**src/rtl/core_seq_if.sv**
```systemverilog
// Bus bundle between the core sequencer and its environment: memory handshake,
// decoder status inputs, stage enables and status outputs.
interface core_seq_if;
  logic        START;
  logic        HALT_REQ;
  logic        MEM_ACK;
  logic        IS_LOAD;
  logic        IS_STORE;
  logic        IS_ILLEGAL;
  logic        RD_WRITE;
  logic        MEM_REQ;
  logic        MEM_SEL;
  logic        MEM_WE;
  logic        IR_WE;
  logic        DEC_EN;
  logic        EXE_EN;
  logic        RF_WE;
  logic        PC_WE;
  logic        BUSY;
  logic        FAULT;
  logic [1:0]  FAULT_CAUSE;
  logic [6:0]  STATE;
  logic [31:0] INSTRET;

  modport master (
    input  START, HALT_REQ, MEM_ACK, IS_LOAD, IS_STORE, IS_ILLEGAL, RD_WRITE,
    output MEM_REQ, MEM_SEL, MEM_WE, IR_WE, DEC_EN, EXE_EN, RF_WE, PC_WE,
           BUSY, FAULT, FAULT_CAUSE, STATE, INSTRET
  );

  modport slave (
    output START, HALT_REQ, MEM_ACK, IS_LOAD, IS_STORE, IS_ILLEGAL, RD_WRITE,
    input  MEM_REQ, MEM_SEL, MEM_WE, IR_WE, DEC_EN, EXE_EN, RF_WE, PC_WE,
           BUSY, FAULT, FAULT_CAUSE, STATE, INSTRET
  );
endinterface

```
**src/rtl/core_seq.sv**
```systemverilog
// Multicycle one-hot instruction sequencer: walks FETCH/DECODE/EXECUTE/MEMORY/
// WRITEBACK, owns the memory handshake, detects timeouts and illegal opcodes.
module core_seq #(
  parameter int TIMEOUT = 16
) (
  input  logic          CLK,
  input  logic          RST,
  core_seq_if.master    bus
);

  typedef enum logic [6:0] {
    S_IDLE      = 7'b0000001,
    S_FETCH     = 7'b0000010,
    S_DECODE    = 7'b0000100,
    S_EXECUTE   = 7'b0001000,
    S_FAULT     = 7'b0010000,
    S_MEMORY    = 7'b0100000,
    S_WRITEBACK = 7'b1000000
  } state_t;

  localparam bit         TO_EN   = (TIMEOUT != 0);
  localparam logic [7:0] TO_LAST = 8'((TIMEOUT == 0) ? 0 : TIMEOUT - 1);

  state_t      state_q, state_d;
  logic        halt_q, halt_d;
  logic [7:0]  wait_q, wait_d;
  logic [1:0]  cause_q, cause_d;
  logic [31:0] instret_q, instret_d;

  logic mem_req, mem_sel, mem_we, ir_we, dec_en, exe_en, rf_we, pc_we;
  logic timeout_hit;

  always_ff @(posedge CLK) begin
    if (RST) begin
      state_q   <= S_IDLE;
      halt_q    <= 1'b0;
      wait_q    <= 8'd0;
      cause_q   <= 2'b00;
      instret_q <= 32'd0;
    end else begin
      state_q   <= state_d;
      halt_q    <= halt_d;
      wait_q    <= wait_d;
      cause_q   <= cause_d;
      instret_q <= instret_d;
    end
  end

  // The ack is checked before this, so an ack in the last allowed cycle still wins.
  assign timeout_hit = TO_EN && (wait_q == TO_LAST);

  always_comb begin
    state_d   = state_q;
    halt_d    = halt_q;
    wait_d    = wait_q;
    cause_d   = cause_q;
    instret_d = instret_q;
    mem_req   = 1'b0;
    mem_sel   = 1'b0;
    mem_we    = 1'b0;
    ir_we     = 1'b0;
    dec_en    = 1'b0;
    exe_en    = 1'b0;
    rf_we     = 1'b0;
    pc_we     = 1'b0;

    if (bus.HALT_REQ && state_q != S_IDLE && state_q != S_FAULT) begin
      halt_d = 1'b1;
    end

    case (state_q)
      S_IDLE: begin
        if (bus.START && !bus.HALT_REQ) begin
          state_d = S_FETCH;
          wait_d  = 8'd0;
        end
      end
      S_FETCH: begin
        mem_req = 1'b1;
        if (bus.MEM_ACK) begin
          ir_we   = 1'b1;
          state_d = S_DECODE;
        end else if (timeout_hit) begin
          state_d = S_FAULT;
          cause_d = 2'b01;
        end else begin
          wait_d = wait_q + 8'd1;
        end
      end
      S_DECODE: begin
        dec_en = 1'b1;
        if (bus.IS_ILLEGAL) begin
          state_d = S_FAULT;
          cause_d = 2'b11;
        end else begin
          state_d = S_EXECUTE;
        end
      end
      S_EXECUTE: begin
        exe_en = 1'b1;
        if (bus.IS_LOAD || bus.IS_STORE) begin
          state_d = S_MEMORY;
          wait_d  = 8'd0;
        end else begin
          state_d = S_WRITEBACK;
        end
      end
      S_MEMORY: begin
        mem_req = 1'b1;
        mem_sel = 1'b1;
        mem_we  = bus.IS_STORE;
        if (bus.MEM_ACK) begin
          state_d = S_WRITEBACK;
        end else if (timeout_hit) begin
          state_d = S_FAULT;
          cause_d = 2'b10;
        end else begin
          wait_d = wait_q + 8'd1;
        end
      end
      S_WRITEBACK: begin
        pc_we     = 1'b1;
        rf_we     = bus.RD_WRITE & ~bus.IS_STORE;
        instret_d = instret_q + 32'd1;
        if (halt_q || bus.HALT_REQ) begin
          state_d = S_IDLE;
          halt_d  = 1'b0;
        end else begin
          state_d = S_FETCH;
          wait_d  = 8'd0;
        end
      end
      S_FAULT: begin
        state_d = S_FAULT;
      end
      default: begin
        state_d = S_IDLE;
        halt_d  = 1'b0;
      end
    endcase
  end

  assign bus.MEM_REQ     = mem_req;
  assign bus.MEM_SEL     = mem_sel;
  assign bus.MEM_WE      = mem_we;
  assign bus.IR_WE       = ir_we;
  assign bus.DEC_EN      = dec_en;
  assign bus.EXE_EN      = exe_en;
  assign bus.RF_WE       = rf_we;
  assign bus.PC_WE       = pc_we;
  assign bus.BUSY        = (state_q != S_IDLE) && (state_q != S_FAULT);
  assign bus.FAULT       = (state_q == S_FAULT);
  assign bus.FAULT_CAUSE = cause_q;
  assign bus.STATE       = state_q;
  assign bus.INSTRET     = instret_q;

endmodule
```
**src/flat_wrapper.sv**
```systemverilog
// flat-port wrapper written by rule: the top's interface ports become plain ports
module core_seq_flat 
#(
  parameter int TIMEOUT = 16
)
  (CLK, RST, bus_START, bus_HALT_REQ, bus_MEM_ACK, bus_IS_LOAD, bus_IS_STORE, bus_IS_ILLEGAL, bus_RD_WRITE, bus_MEM_REQ, bus_MEM_SEL, bus_MEM_WE, bus_IR_WE, bus_DEC_EN, bus_EXE_EN, bus_RF_WE, bus_PC_WE, bus_BUSY, bus_FAULT, bus_FAULT_CAUSE, bus_STATE, bus_INSTRET);
  core_seq_if bus_i ();
  input  logic CLK;
  input  logic RST;
  input wire logic [$bits(bus_i.START)-1:0] bus_START;
  input wire logic [$bits(bus_i.HALT_REQ)-1:0] bus_HALT_REQ;
  input wire logic [$bits(bus_i.MEM_ACK)-1:0] bus_MEM_ACK;
  input wire logic [$bits(bus_i.IS_LOAD)-1:0] bus_IS_LOAD;
  input wire logic [$bits(bus_i.IS_STORE)-1:0] bus_IS_STORE;
  input wire logic [$bits(bus_i.IS_ILLEGAL)-1:0] bus_IS_ILLEGAL;
  input wire logic [$bits(bus_i.RD_WRITE)-1:0] bus_RD_WRITE;
  output wire logic [$bits(bus_i.MEM_REQ)-1:0] bus_MEM_REQ;
  output wire logic [$bits(bus_i.MEM_SEL)-1:0] bus_MEM_SEL;
  output wire logic [$bits(bus_i.MEM_WE)-1:0] bus_MEM_WE;
  output wire logic [$bits(bus_i.IR_WE)-1:0] bus_IR_WE;
  output wire logic [$bits(bus_i.DEC_EN)-1:0] bus_DEC_EN;
  output wire logic [$bits(bus_i.EXE_EN)-1:0] bus_EXE_EN;
  output wire logic [$bits(bus_i.RF_WE)-1:0] bus_RF_WE;
  output wire logic [$bits(bus_i.PC_WE)-1:0] bus_PC_WE;
  output wire logic [$bits(bus_i.BUSY)-1:0] bus_BUSY;
  output wire logic [$bits(bus_i.FAULT)-1:0] bus_FAULT;
  output wire logic [$bits(bus_i.FAULT_CAUSE)-1:0] bus_FAULT_CAUSE;
  output wire logic [$bits(bus_i.STATE)-1:0] bus_STATE;
  output wire logic [$bits(bus_i.INSTRET)-1:0] bus_INSTRET;
  assign bus_i.START = bus_START;
  assign bus_i.HALT_REQ = bus_HALT_REQ;
  assign bus_i.MEM_ACK = bus_MEM_ACK;
  assign bus_i.IS_LOAD = bus_IS_LOAD;
  assign bus_i.IS_STORE = bus_IS_STORE;
  assign bus_i.IS_ILLEGAL = bus_IS_ILLEGAL;
  assign bus_i.RD_WRITE = bus_RD_WRITE;
  assign bus_MEM_REQ = bus_i.MEM_REQ;
  assign bus_MEM_SEL = bus_i.MEM_SEL;
  assign bus_MEM_WE = bus_i.MEM_WE;
  assign bus_IR_WE = bus_i.IR_WE;
  assign bus_DEC_EN = bus_i.DEC_EN;
  assign bus_EXE_EN = bus_i.EXE_EN;
  assign bus_RF_WE = bus_i.RF_WE;
  assign bus_PC_WE = bus_i.PC_WE;
  assign bus_BUSY = bus_i.BUSY;
  assign bus_FAULT = bus_i.FAULT;
  assign bus_FAULT_CAUSE = bus_i.FAULT_CAUSE;
  assign bus_STATE = bus_i.STATE;
  assign bus_INSTRET = bus_i.INSTRET;
  core_seq #(.TIMEOUT(TIMEOUT)) u_core (.CLK(CLK), .RST(RST), .bus(bus_i));
endmodule
```
**config.mk**
```make
export PLATFORM = sky130hd
export DESIGN_NAME = core_seq_flat
export DESIGN_NICKNAME = d
export VERILOG_FILES = /design/src/rtl/core_seq_if.sv /design/src/rtl/core_seq.sv /design/src/flat_wrapper.sv
export SDC_FILE = /design/constraint.sdc
export NUM_CORES = 1
export LEC_CHECK = 0
export CAP_MARGIN = 20
export CORE_MARGIN = 3
export CORE_UTILIZATION = 45
export CTS_CLUSTER_SIZE = 24
export DETAILED_ROUTE_END_ITERATION = 7
export PLACE_DENSITY = 0.84
export SYNTH_ARGS = -nofsm -noshare
export SYNTH_HDL_FRONTEND = slang
export SYNTH_SLANG_ARGS = --single-unit
```
**constraint.sdc**
```tcl
create_clock -name CLK -period 5.35 [get_ports CLK]
set_input_delay 0.8025 -clock CLK [delete_from_list [all_inputs] [get_ports CLK]]
set_output_delay 0.8025 -clock CLK [all_outputs]
set_load 0.02 [all_outputs]
```
==> results.rst, run 1 <==
.. list-table::
   :header-rows: 1

   * - Metric
     - Value
   * - Result of the run
     - complete, no violations
   * - Remaining global-route overflow
     - 0
   * - Timing-limited maximum frequency
     - 0.313 GHz
   * - Remaining max-slew budget at the tightest pin
     - 0.481
   * - Clk root buf
     - sky130_fd_sc_hd__clkbuf_8
   * - Number of cells upsized or downsized after cts
     - 0
   * - Primary FF master, synth
     - sky130_fd_sc_hd__dfxtp_1
   * - Hold buffer count at cts
     - 0
   * - Leading area contributor after synthesis
     - sky130_fd_sc_hd__dfxtp_1
   * - Library cell contributing the largest single delay on the critical path
     - sky130_fd_sc_hd__clkdlybuf4s50_1
   * - Delay-heaviest family, CP
     - simple AND/OR/NAND/NOR gates
   * - Worst reg-to-reg path cell count
     - 5
   * - Residual DRC
     - 0
   * - Count of routing violations after the opening detailed-route iteration
     - 108
   * - Hold path startpoint
     - u_core.bus.FAULT_CAUSE[1]
   * - Ratio of cells with drive above 1 in the final layout
     - 0.0436
   * - Count leader, synth
     - sky130_fd_sc_hd__dfxtp_1
   * - Count of cell types in the netlist
     - 43
   * - Count of buffers from port buffering
     - 59
   * - Total number of yosys warnings
     - 0
   * - Mapped Area
     - 2550 sq um
   * - Worst Setup End Kind
     - output pin
   * - First-pass GRT wire length
     - 10.4 mm
   * - Reg2reg start
     - u_core.bus.STATE[5]
   * - Total core area
     - 5300 sq um
   * - Worst slew pin tran
     - 0.771 ns
   * - Terminating pin of the worst hold path
     - u_core.bus.FAULT_CAUSE[1]
   * - # setup viols final
     - 0
   * - Fraction of registers with async set or reset after synthesis
     - 0
   * - Kind of start point of the critical path
     - register
   * - Last weighted congestion value of the routability-driven placer
     - 0.838
   * - Setup clock skew after layout
     - 0.00609 ns
   * - Layout overhead on the synthesized area
     - 28.7%
   * - Number of max-cap violations
     - 0
   * - Count of antenna-violating nets left after detailed routing
     - 0
   * - Maximum single-stage delay on the critical path
     - 0.60 ns
   * - Number of antenna violations at the first check in global routing
     - 0
   * - Endpoint of the worst-slack reg-to-reg timing path
     - u_core.wait_q[7]
   * - Commonest cells in the synthesized netlist
     - sky130_fd_sc_hd__dfxtp_1, sky130_fd_sc_hd__a21oi_1, sky130_fd_sc_hd__nor2_1
   * - Power per cell area
     - 264 nW/um^2
   * - Number of enable-type register cells in the synthesized netlist
     - 0
   * - Total number of vias
     - 2472
   * - Hold Path Cell Cnt
     - 2
   * - Maximum number of buffers from clock root to sink
     - 2
   * - Setup repair after global routing missed its margin
     - no
   * - Wire length after detailed routing
     - 6.20 mm
   * - Clock latency on the worst-skew pair
     - 0.30 ns
   * - Total global-route track usage
     - 0.199
   * - Maximum fanout along the worst path
     - 11
   * - Mux contribution to synthesized area
     - 0.00393
   * - Pin count of the biggest net entering global routing
     - 46
   * - TritonCTS Sinks
     - 50
   * - Half-perimeter wire length after placement
     - 4.46 mm
   * - Fraction of the cycle the final worst path needs
     - 0.598
   * - Average wire per standard cell
     - 14.2 um
   * - Final critical-path required period
     - 3.20 ns
   * - Die span in y
     - 81.3 um
   * - Basic-gate share of the synthesized area counting and, or, nand and nor cells
     - 0.312
   * - Path type of the worst min-delay path
     - reg2reg
   * - Sequential area share after synthesis
     - 0.393
   * - Worst setup path class
     - reg2out
   * - Data required time at the worst endpoint
     - 4.55 ns
   * - Arrival time at the worst endpoint
     - 2.40 ns
   * - Main combinational cell family by area after synthesis
     - simple AND/OR/NAND/NOR gates
   * - Top area cells in the synthesized netlist
     - sky130_fd_sc_hd__dfxtp_1, sky130_fd_sc_hd__a21oi_1, sky130_fd_sc_hd__nor2_1
   * - Util after Layout
     - 0.618
   * - Buffers inserted during post-CTS setup optimization
     - 0
   * - TritonCTS clock tree
     - yes
   * - Number of primary I/O pins
     - 60
   * - Fraction of synthesized cell area in xor and xnor cells
     - 0.0687
   * - Clock-pin slew reported for the worst setup and hold paths after clock tree synthesis
     - 0.09 ns
   * - Vias per cell
     - 5.66
   * - Synth Area in Adders
     - 0.00982
   * - Number of nets in the finished design
     - 377
   * - Maximum level of the CTS H-tree
     - 2
   * - Hold Fails Final Rpt
     - 0
   * - Floorplan die area
     - 6600 sq um
   * - Setup slack, reg-to-reg
     - 2.75 ns
   * - Yosys top cell area share
     - 0.393
   * - Total iterations of the first detailed-routing run
     - 4
   * - Number of diodes
     - 0
   * - Net Count, Synth
     - 329
   * - Clock buffers created by TritonCTS
     - 5
   * - Synth Area in Compound Gates
     - 0.156
   * - Final slew viol count
     - 0
   * - Total buffers and inverters traversed by the critical path
     - 2
   * - Number of flip-flops and latches in the synthesized netlist
     - 50
   * - Cells after Synth
     - 318
   * - Cell row count
     - 26
   * - Die X
     - 81.3 um
   * - Leakage power total
     - 1.07 nW
   * - Peak supply drop
     - 0.000165 V
   * - Average instance area after synthesis
     - 8.01 sq um
   * - Initial Util
     - 0.481
   * - Layout filler cell count
     - 474
   * - Via count of the first global-routing pass
     - 2224
   * - Setup TNS Final
     - 0 ns
   * - Cell breakdown of the critical path
     - nor2_1, nand3b_1, or2_2, inv_1, and2_1, clkdlybuf4s50_1
[placed cells by master, fill, tap and decap left out, types with 2 or more instances in the layout]
cell,instances
sky130_fd_sc_hd__clkdlybuf4s50_1,59
sky130_fd_sc_hd__dfxtp_1,50
sky130_fd_sc_hd__a21oi_1,32
sky130_fd_sc_hd__nor2_1,31
sky130_fd_sc_hd__nand2_1,21
sky130_fd_sc_hd__o21ai_0,20
sky130_fd_sc_hd__or3_1,15
sky130_fd_sc_hd__inv_1,13
sky130_fd_sc_hd__xnor2_1,13
sky130_fd_sc_hd__nand3_1,11
sky130_fd_sc_hd__nor3_1,10
sky130_fd_sc_hd__nand4_1,10
sky130_fd_sc_hd__nor4_1,8
sky130_fd_sc_hd__and3_1,7
sky130_fd_sc_hd__xor2_1,7
sky130_fd_sc_hd__o31ai_1,6
sky130_fd_sc_hd__clkbuf_8,6
sky130_fd_sc_hd__and4_1,5
sky130_fd_sc_hd__or4_1,5
sky130_fd_sc_hd__and2_1,4
sky130_fd_sc_hd__nor3b_1,3
sky130_fd_sc_hd__nor2b_1,2
sky130_fd_sc_hd__nand3_2,2
sky130_fd_sc_hd__nand3b_1,2
sky130_fd_sc_hd__or4_4,2
sky130_fd_sc_hd__a31oi_1,2
sky130_fd_sc_hd__o21bai_1,2
sky130_fd_sc_hd__a22oi_1,2
sky130_fd_sc_hd__ha_1,2
sky130_fd_sc_hd__bufinv_16,2
[flip-flops by register name (all words and copies together), names as in the netlist]
signal / cells
u_core.wait_q: 8
u_core.bus.STATE: 7
u_core.halt_q: 1
u_core.bus.INSTRET: 32
u_core.bus.FAULT_CAUSE: 2
[cell type report]
type                            count  area [sq um]  share of cell area
Multi-Input combinational cell    236          1400               0.427
Sequential cell                    50          1000               0.305
Tap cell                           70          87.6              0.0267
Clock buffer                        6          82.6              0.0252
Inverter                           13          48.8              0.0149
Timing Repair Buffer               60           598               0.182
Clock inverter                      2          60.1              0.0183
[kinds of logic (layout without fill, tap and decap cells)]
kind of cell / after synthesis / in the layout
AND/OR/NAND/NOR: 143 / 143
AO/OA/AOI/OAI: 70 / 70
flip-flops: 50 / 50
buffers and inverters: 32 / 81
XOR/XNOR: 20 / 20
adder cells (fa/ha/maj): 2 / 2
multiplexers: 1 / 1
[power breakdown]
group          internal (W)  switching (W)  leakage, nW
Sequential         0.000379      0.0000161        0.403
Clock              0.000199       0.000125       0.0714
Combinational     0.0000551      0.0000923        0.591
Total              0.000633       0.000233         1.07
[worst register-to-register path, cell delays in order, from the launching register on]
cell and delay [ns]:
sky130_fd_sc_hd__dfxtp_1 0.44, sky130_fd_sc_hd__nor4_1 0.73, sky130_fd_sc_hd__nand2_1 0.23, sky130_fd_sc_hd__o22ai_1 0.65, sky130_fd_sc_hd__nor2_1 0.16, sky130_fd_sc_hd__a311oi_1 0.29
[per-layer routing]
metal	track usage	vias to the layer above	wire, um
met5	0	-	0
met3	0.0388	8	262
met1	0.259	1156	2930
met2	0.325	67	2910
li1	-	1241	-
met4	0.0726	0	93
[metrics by stage]
| step | total power, W | setup WS (ns) | hold slack (ns) | area (sq um) | std cells |
|---|---|---|---|---|---|
| after floorplan | 0.000502 | 2.86 | 0.449 | 2550 | 318 |
| after global placement | 0.000545 | 2.35 | 0.443 | 3140 | 429 |
| after detailed placement | 0.000547 | 2.31 | 0.467 | 3140 | 429 |
| after CTS | 0.000869 | 2.19 | 0.480 | 3280 | 437 |
| after global routing | 0.000906 | 2.03 | 0.501 | 3280 | 437 |
| final | 0.000867 | 2.15 | 0.479 | 3280 | 437 |
[how the worst max path moves through the flow]
stage / cells after the start / to / slack, ns / start
6_report: 6 / bus_MEM_WE / 2.15 / u_core.bus.STATE[3]
5_1_grt: 6 / bus_MEM_WE / 2.03 / u_core.bus.STATE[3]
4_1_cts: 6 / bus_MEM_WE / 2.19 / u_core.bus.STATE[3]
3_5_place_dp: 4 / bus_IR_WE / 2.31 / bus_MEM_ACK
3_3_place_gp: 4 / bus_IR_WE / 2.35 / bus_MEM_ACK
2_1_floorplan: 5 / bus_MEM_WE / 2.86 / u_core.bus.STATE[0]
Note: power is estimated with default switching activity, not from simulation.
==> run 2: changes to the inputs <==
PLACE_DENSITY = 0.87   (was 0.84)
clock period = 2.7 ns   (was 5.35 ns; I/O delays follow)
==> results.rst, run 2 (synthesized netlist as in run 1, its figures left out) <==
.. list-table::
   :header-rows: 1

   * - Metric
     - Value
   * - Setup clock skew after layout
     - 0.00500 ns (was 0.00609 ns)
   * - Worst reg-to-reg path cell count
     - 5 (unchanged)
   * - Setup TNS Final
     - 0 ns (unchanged)
   * - Worst slack at placement
     - 0.357 ns (was 2.31 ns)
   * - Worst Setup End Kind
     - output pin (unchanged)
   * - Delay-heaviest family, CP
     - buffers and inverters (was simple AND/OR/NAND/NOR gates)
   * - Remaining max-slew budget at the tightest pin
     - 0.532 (was 0.481)
   * - Count of routing violations after the opening detailed-route iteration
     - 180 (was 108)
   * - Peak supply drop
     - 0.000349 V (was 0.000165 V)
   * - Clock buffers created by TritonCTS
     - 5 (unchanged)
   * - Clk root buf
     - sky130_fd_sc_hd__clkbuf_8 (unchanged)
   * - Pin count of the biggest net entering global routing
     - 30 (was 46)
   * - Number of primary I/O pins
     - 60 (unchanged)
   * - Wire length after detailed routing
     - 6.38 mm (was 6.20 mm)
   * - Initial Util
     - 0.481 (unchanged)
   * - Hold Fails Final Rpt
     - 0 (unchanged)
   * - Timing-limited maximum frequency
     - 0.386 GHz
   * - Residual DRC
     - 0 (unchanged)
   * - Area after DPL
     - 3150 sq um (was 3140 sq um)
   * - Arrival time at the worst endpoint
     - 2.19 ns (was 2.40 ns)
   * - Via count of the first global-routing pass
     - 2261 (was 2224)
   * - Worst Setup Slack, final
     - 0.109 ns (was 2.15 ns)
   * - Depth of the critical timing path with buffers and inverters included
     - 4 (was 6)
   * - TritonCTS Sinks
     - 50 (unchanged)
   * - Floorplan die area
     - 6600 sq um (unchanged)
   * - Cell breakdown of the critical path
     - or3_1, or2_2, inv_1, clkdlybuf4s50_1 (was nor2_1, nand3b_1, or2_2, inv_1, and2_1, clkdlybuf4s50_1)
   * - Kind of start point of the critical path
     - register (unchanged)
   * - Number of nets in the finished design
     - 381 (was 377)
   * - Maximum single-stage delay on the critical path
     - 0.62 ns (was 0.60 ns)
   * - Fraction of the cycle the final worst path needs
     - 0.960
   * - Hold Path Cell Cnt
     - 2 (unchanged)
   * - TritonCTS clock tree
     - yes (unchanged)
   * - Clock-pin slew reported for the worst setup and hold paths after clock tree synthesis
     - 0.09 ns (about the same)
   * - Setup repair after global routing missed its margin
     - no (unchanged)
   * - Result of the run
     - complete, no violations (unchanged)
   * - Worst slew pin tran
     - 0.702 ns (was 0.771 ns)
   * - Hold buffer count at cts
     - 0 (unchanged)
   * - Path type of the worst min-delay path
     - reg2reg (unchanged)
   * - Maximum fanout along the worst path
     - 9 (was 11)
   * - Layout overhead on the synthesized area
     - 28.1% (was 28.7%)
   * - Count of antenna-violating nets left after detailed routing
     - 0 (unchanged)
   * - Die span in y
     - 81.3 um (unchanged)
   * - Number of antenna violations at the first check in global routing
     - 0 (unchanged)
   * - Remaining global-route overflow
     - 0 (unchanged)
   * - Clock latency on the worst-skew pair
     - 0.30 ns (about the same)
   * - Total global-route track usage
     - 0.197 (was 0.199)
   * - Number of diodes
     - 0 (unchanged)
   * - Power per cell area
     - 479 nW/um^2 (was 264 nW/um^2)
   * - Total iterations of the first detailed-routing run
     - 4 (unchanged)
   * - Vias per cell
     - 5.67 (was 5.66)
   * - Number of max-cap violations
     - 0 (unchanged)
   * - Area of all placed cells without fillers
     - 3260 sq um (was 3280 sq um)
   * - Total number of vias
     - 2499 (was 2472)
   * - Library cell contributing the largest single delay on the critical path
     - sky130_fd_sc_hd__clkdlybuf4s50_1 (unchanged)
   * - Most common cell after layout, fill and taps aside
     - sky130_fd_sc_hd__clkdlybuf4s50_1 (unchanged)
   * - Highest-count cells in the layout ignoring fill and taps
     - sky130_fd_sc_hd__clkdlybuf4s50_1, sky130_fd_sc_hd__dfxtp_1, sky130_fd_sc_hd__a21oi_1, sky130_fd_sc_hd__nor2_1, sky130_fd_sc_hd__nand2_1 (unchanged)
   * - Maximum number of buffers from clock root to sink
     - 2 (unchanged)
   * - # setup viols final
     - 0 (unchanged)
   * - Last weighted congestion value of the routability-driven placer
     - 0.866 (was 0.838)
   * - Count of buffers from port buffering
     - 59 (unchanged)
   * - Util after Layout
     - 0.616 (was 0.618)
   * - Ratio of cells with drive above 1 in the final layout
     - 0.0539 (was 0.0436)
   * - Final slew viol count
     - 0 (unchanged)
   * - Cell row count
     - 26 (unchanged)
   * - Leakage power total
     - 1.08 nW (was 1.07 nW)
   * - First-pass GRT wire length
     - 10.5 mm (was 10.4 mm)
   * - Worst setup path class
     - reg2out (unchanged)
   * - Total core area
     - 5300 sq um (unchanged)
   * - Data required time at the worst endpoint
     - 2.30 ns (was 4.55 ns)
   * - Maximum level of the CTS H-tree
     - 2 (unchanged)
   * - Flip-flop count of the largest register, all copies and words added
     - 32 (unchanged)
   * - Die X
     - 81.3 um (unchanged)
   * - Total buffers and inverters traversed by the critical path
     - 2 (unchanged)
   * - Half-perimeter wire length after placement
     - 4.57 mm (was 4.46 mm)
   * - Average wire per standard cell
     - 14.5 um (was 14.2 um)
   * - Final critical-path required period
     - 2.59 ns
run 2: cell types whose count changed in the layout (fill, tap and decap cells not counted), sizes merged:
cell           delta
clkinvlp          +1
clkinv            +1
buf               +4
dlymetal6s2s      +1
clkdlybuf4s50     -1
bufinv            -2
run 2: path summary, 6_finish.rpt:
check	startpoint	to	slack, ns
min	u_core.bus.FAULT_CAUSE[1]	u_core.bus.FAULT_CAUSE[1]	0.47
min reg2reg	u_core.bus.FAULT_CAUSE[1]	u_core.bus.FAULT_CAUSE[1]	0.47
max	u_core.bus.STATE[4]	bus_MEM_SEL	0.11
max reg2reg	u_core.bus.INSTRET[8]	u_core.bus.INSTRET[31]	0.35
run 2: layer usage:
layer / up-vias / share of wire / GRT usage
li1: 1244 / - / -
met4: 0 / 0.0092 / 0.0608
met3: 6 / 0.076 / 0.0455
met5: - / 0 / 0
met1: 1151 / 0.44 / 0.257
met2: 98 / 0.47 / 0.322
run 2: what timing repair did:
action	in CTS	in global routing
resized for setup	0	1
setup endpoints to repair	0	2
setup buffers	0	2
run 2: where the power goes:
group / total [W] / switching (W) / internal [W]
Sequential: 0.000782 / 0.0000309 / 0.000751
Combinational: 0.000324 / 0.000194 / 0.000129
Clock: 0.000457 / 0.000251 / 0.000206
run 2: layout make-up:
type,instances,area [sq um]
Clock buffer,6,82.6
Clock inverter,2,12.5
Fill cell,467,2040
Inverter,13,48.8
Multi-Input combinational cell,236,1400
Sequential cell,50,1000
Tap cell,70,87.6
Timing Repair Buffer,64,631
run 2: worst reg2reg max path: stages (launching register included):
cell and delay, ns:
sky130_fd_sc_hd__dfxtp_1 0.42, sky130_fd_sc_hd__nand3_2 0.11, sky130_fd_sc_hd__or3_1 0.48, sky130_fd_sc_hd__or4_4 0.64
sky130_fd_sc_hd__or4_1 0.50, sky130_fd_sc_hd__a21oi_1 0.15
run 2: stage by stage:
step	cells	power, W	hold slack (ns)
2_1_floorplan	318	0.000994	0.449
3_3_place_gp	431	0.00109	0.455
3_5_place_dp	431	0.00110	0.462
4_1_cts	439	0.00155	0.473
5_1_grt	441	0.00164	0.506
6_report	441	0.00156	0.472
==> run 3: changes to the inputs <==
PLACE_DENSITY = 0.84   (was 0.87)
clock period = 2.6 ns   (was 2.7 ns; I/O delays follow)
==> results.rst, run 3 (synthesized netlist as in run 1, its figures left out) <==
.. list-table::
   :header-rows: 1

   * - Metric
     - Value
   * - Area taken by multi-input logic gates
     - 1410 sq um (was 1400 sq um)
   * - Flip-flop count of the largest register, all copies and words added
     - 32 (unchanged)
   * - Total iterations of the first detailed-routing run
     - 4 (unchanged)
   * - Launching instance or port of the critical path
     - u_core.bus.STATE[6] (was u_core.bus.STATE[4])
   * - Leakage power total
     - 1.12 nW (was 1.08 nW)
   * - Maximum number of buffers from clock root to sink
     - 2 (unchanged)
   * - Hold Fails Final Rpt
     - 0 (unchanged)
   * - Highest-count cells in the layout ignoring fill and taps
     - sky130_fd_sc_hd__clkdlybuf4s50_1, sky130_fd_sc_hd__dfxtp_1, sky130_fd_sc_hd__a21oi_1, sky130_fd_sc_hd__nor2_1, sky130_fd_sc_hd__nand2_1 (unchanged)
   * - Number of nets in the finished design
     - 383 (was 381)
   * - Die span in y
     - 81.3 um (unchanged)
   * - Setup clock skew after layout
     - 0.0126 ns (was 0.00500 ns)
   * - Worst setup path class
     - reg2out (unchanged)
   * - Initial Util
     - 0.481 (unchanged)
   * - TritonCTS Sinks
     - 50 (unchanged)
   * - Timing-limited maximum frequency
     - 0.394 GHz
   * - Number of diodes
     - 0 (unchanged)
   * - Non-filler cells in the finished layout
     - 443 (was 441)
   * - Power consumption
     - 0.00181 W (was 0.00156 W)
   * - Total global-route track usage
     - 0.196 (was 0.197)
   * - # setup viols final
     - 0 (unchanged)
   * - Floorplan die area
     - 6600 sq um (unchanged)
   * - Util after Layout
     - 0.629 (was 0.616)
   * - Pin count of the biggest net entering global routing
     - 20 (was 30)
   * - Result of the run
     - complete, no violations (unchanged)
   * - Worst slew pin tran
     - 0.640 ns (was 0.702 ns)
   * - Peak supply drop
     - 0.000317 V (was 0.000349 V)
   * - TritonCTS clock tree
     - yes (unchanged)
   * - Total core area
     - 5300 sq um (unchanged)
   * - First-pass GRT wire length
     - 10.4 mm (was 10.5 mm)
   * - Remaining max-slew budget at the tightest pin
     - 0.573 (was 0.532)
   * - Most common cell after layout, fill and taps aside
     - sky130_fd_sc_hd__clkdlybuf4s50_1 (unchanged)
   * - Worst Setup End Kind
     - output pin (unchanged)
   * - Wire length after detailed routing
     - 6.27 mm (was 6.38 mm)
   * - Via count of the first global-routing pass
     - 2279 (was 2261)
   * - Kind of start point of the critical path
     - register (unchanged)
   * - Power per cell area
     - 544 nW/um^2 (was 479 nW/um^2)
   * - Clk root buf
     - sky130_fd_sc_hd__clkbuf_8 (unchanged)
   * - Final slew viol count
     - 0 (unchanged)
   * - Hold Slack
     - 0.452 ns (was 0.472 ns)
   * - Maximum level of the CTS H-tree
     - 2 (unchanged)
   * - Maximum single-stage delay on the critical path
     - 0.64 ns (was 0.62 ns)
   * - DP Cell Count
     - 435 (was 431)
   * - Hold buffer count at cts
     - 0 (unchanged)
   * - Setup TNS Final
     - 0 ns (unchanged)
   * - Reg2reg start
     - u_core.bus.INSTRET[8] (unchanged)
   * - Clock-pin slew reported for the worst setup and hold paths after clock tree synthesis
     - 0.09 ns (about the same)
   * - Layout filler cell count
     - 443 (was 467)
   * - Maximum fanout along the worst path
     - 10 (was 9)
   * - Number of max-cap violations
     - 0 (unchanged)
   * - Ratio of cells with drive above 1 in the final layout
     - 0.0643 (was 0.0539)
   * - Vias per cell
     - 5.73 (was 5.67)
   * - Count of antenna-violating nets left after detailed routing
     - 0 (unchanged)
   * - Count of routing violations after the opening detailed-route iteration
     - 183 (was 180)
   * - Setup repair after global routing missed its margin
     - no (unchanged)
   * - Last weighted congestion value of the routability-driven placer
     - 0.845 (was 0.866)
   * - Cell row count
     - 26 (unchanged)
   * - Library cell contributing the largest single delay on the critical path
     - sky130_fd_sc_hd__clkdlybuf4s50_1 (unchanged)
   * - Hold path startpoint
     - u_core.bus.FAULT_CAUSE[1] (unchanged)
   * - Remaining global-route overflow
     - 0 (unchanged)
   * - Count of buffers from port buffering
     - 59 (unchanged)
   * - Cell breakdown of the critical path
     - or3_1, or2_2, inv_1, clkdlybuf4s50_1 (unchanged)
   * - Clock buffers created by TritonCTS
     - 5 (unchanged)
   * - Layout overhead on the synthesized area
     - 30.8% (was 28.1%)
   * - Clock latency on the worst-skew pair
     - 0.30 ns (about the same)
   * - Fraction of the cycle the final worst path needs
     - 0.977
   * - Number of primary I/O pins
     - 60 (unchanged)
   * - Register area
     - 1000 sq um (unchanged)
   * - Data required time at the worst endpoint
     - 2.21 ns (was 2.30 ns)
   * - Final critical-path required period
     - 2.54 ns
   * - Residual DRC
     - 0 (unchanged)
   * - Total number of vias
     - 2537 (was 2499)
   * - Path type of the worst min-delay path
     - reg2reg (unchanged)
   * - Half-perimeter wire length after placement
     - 4.72 mm (was 4.57 mm)
   * - Number of antenna violations at the first check in global routing
     - 0 (unchanged)
   * - Die X
     - 81.3 um (unchanged)
   * - Arrival time at the worst endpoint
     - 2.15 ns (was 2.19 ns)
   * - Average wire per standard cell
     - 14.1 um (was 14.5 um)
run 3: metal layers:
| layer | up-vias | global-route usage | wire length, um |
|---|---|---|---|
| met5 | - | 0 | 0 |
| met4 | 0 | 0.0709 | 111 |
| met3 | 10 | 0.0344 | 309 |
| met2 | 74 | 0.331 | 3040 |
| met1 | 1199 | 0.250 | 2800 |
| li1 | 1254 | - | - |
run 3: worst paths after layout:
check                                            endpoint  slack [ns]  cells past startpoint
worst min register to register  u_core.bus.FAULT_CAUSE[1]        0.45                      2
worst max-delay path                          bus_MEM_SEL        0.06                      4
worst min-delay path            u_core.bus.FAULT_CAUSE[1]        0.45                      2
worst max register to register     u_core.bus.INSTRET[31]        0.26                      5
run 3: cell type report:
cell class,instances,area share
clock inverter,2,0.0180
timing repair buffer,66,0.193
clock buffer,6,0.0248
tap,70,0.0263
inverter,13,0.0146
multi-input combinational,236,0.423
sequential,50,0.300
run 3: critical path, delay by kind of cell, from the launching register on:
family                 cells  cell delay [ns]
buffers and inverters      2             0.75
DFF                        1             0.40
and+or+nand+nor            2             0.70
run 3: report_power, final:
| part | leakage, nW | internal (W) | switching (W) |
|---|---|---|---|
| Combinational | 0.646 | 0.000137 | 0.000205 |
| Sequential | 0.403 | 0.000780 | 0.0000215 |
| Clock | 0.0714 | 0.000410 | 0.000260 |
run 3: repair_timing:
item / 4_1_cts / 5_1_grt
endpoints found under the hold margin: 0 / 0
gates resized for setup: 2 / 2
pin swaps: 0 / 1
setup buffers: 0 / 0
setup endpoints to repair: 1 / 5
run 3: per-stage QoR:
step | setup WS, ns | area [sq um]
global placement | 0.352 | 3180
global route | 0.00670 | 3330
CTS | 0.0276 | 3330
finish | 0.0609 | 3330
detailed placement | 0.281 | 3180
floorplan | 0.324 | 2550
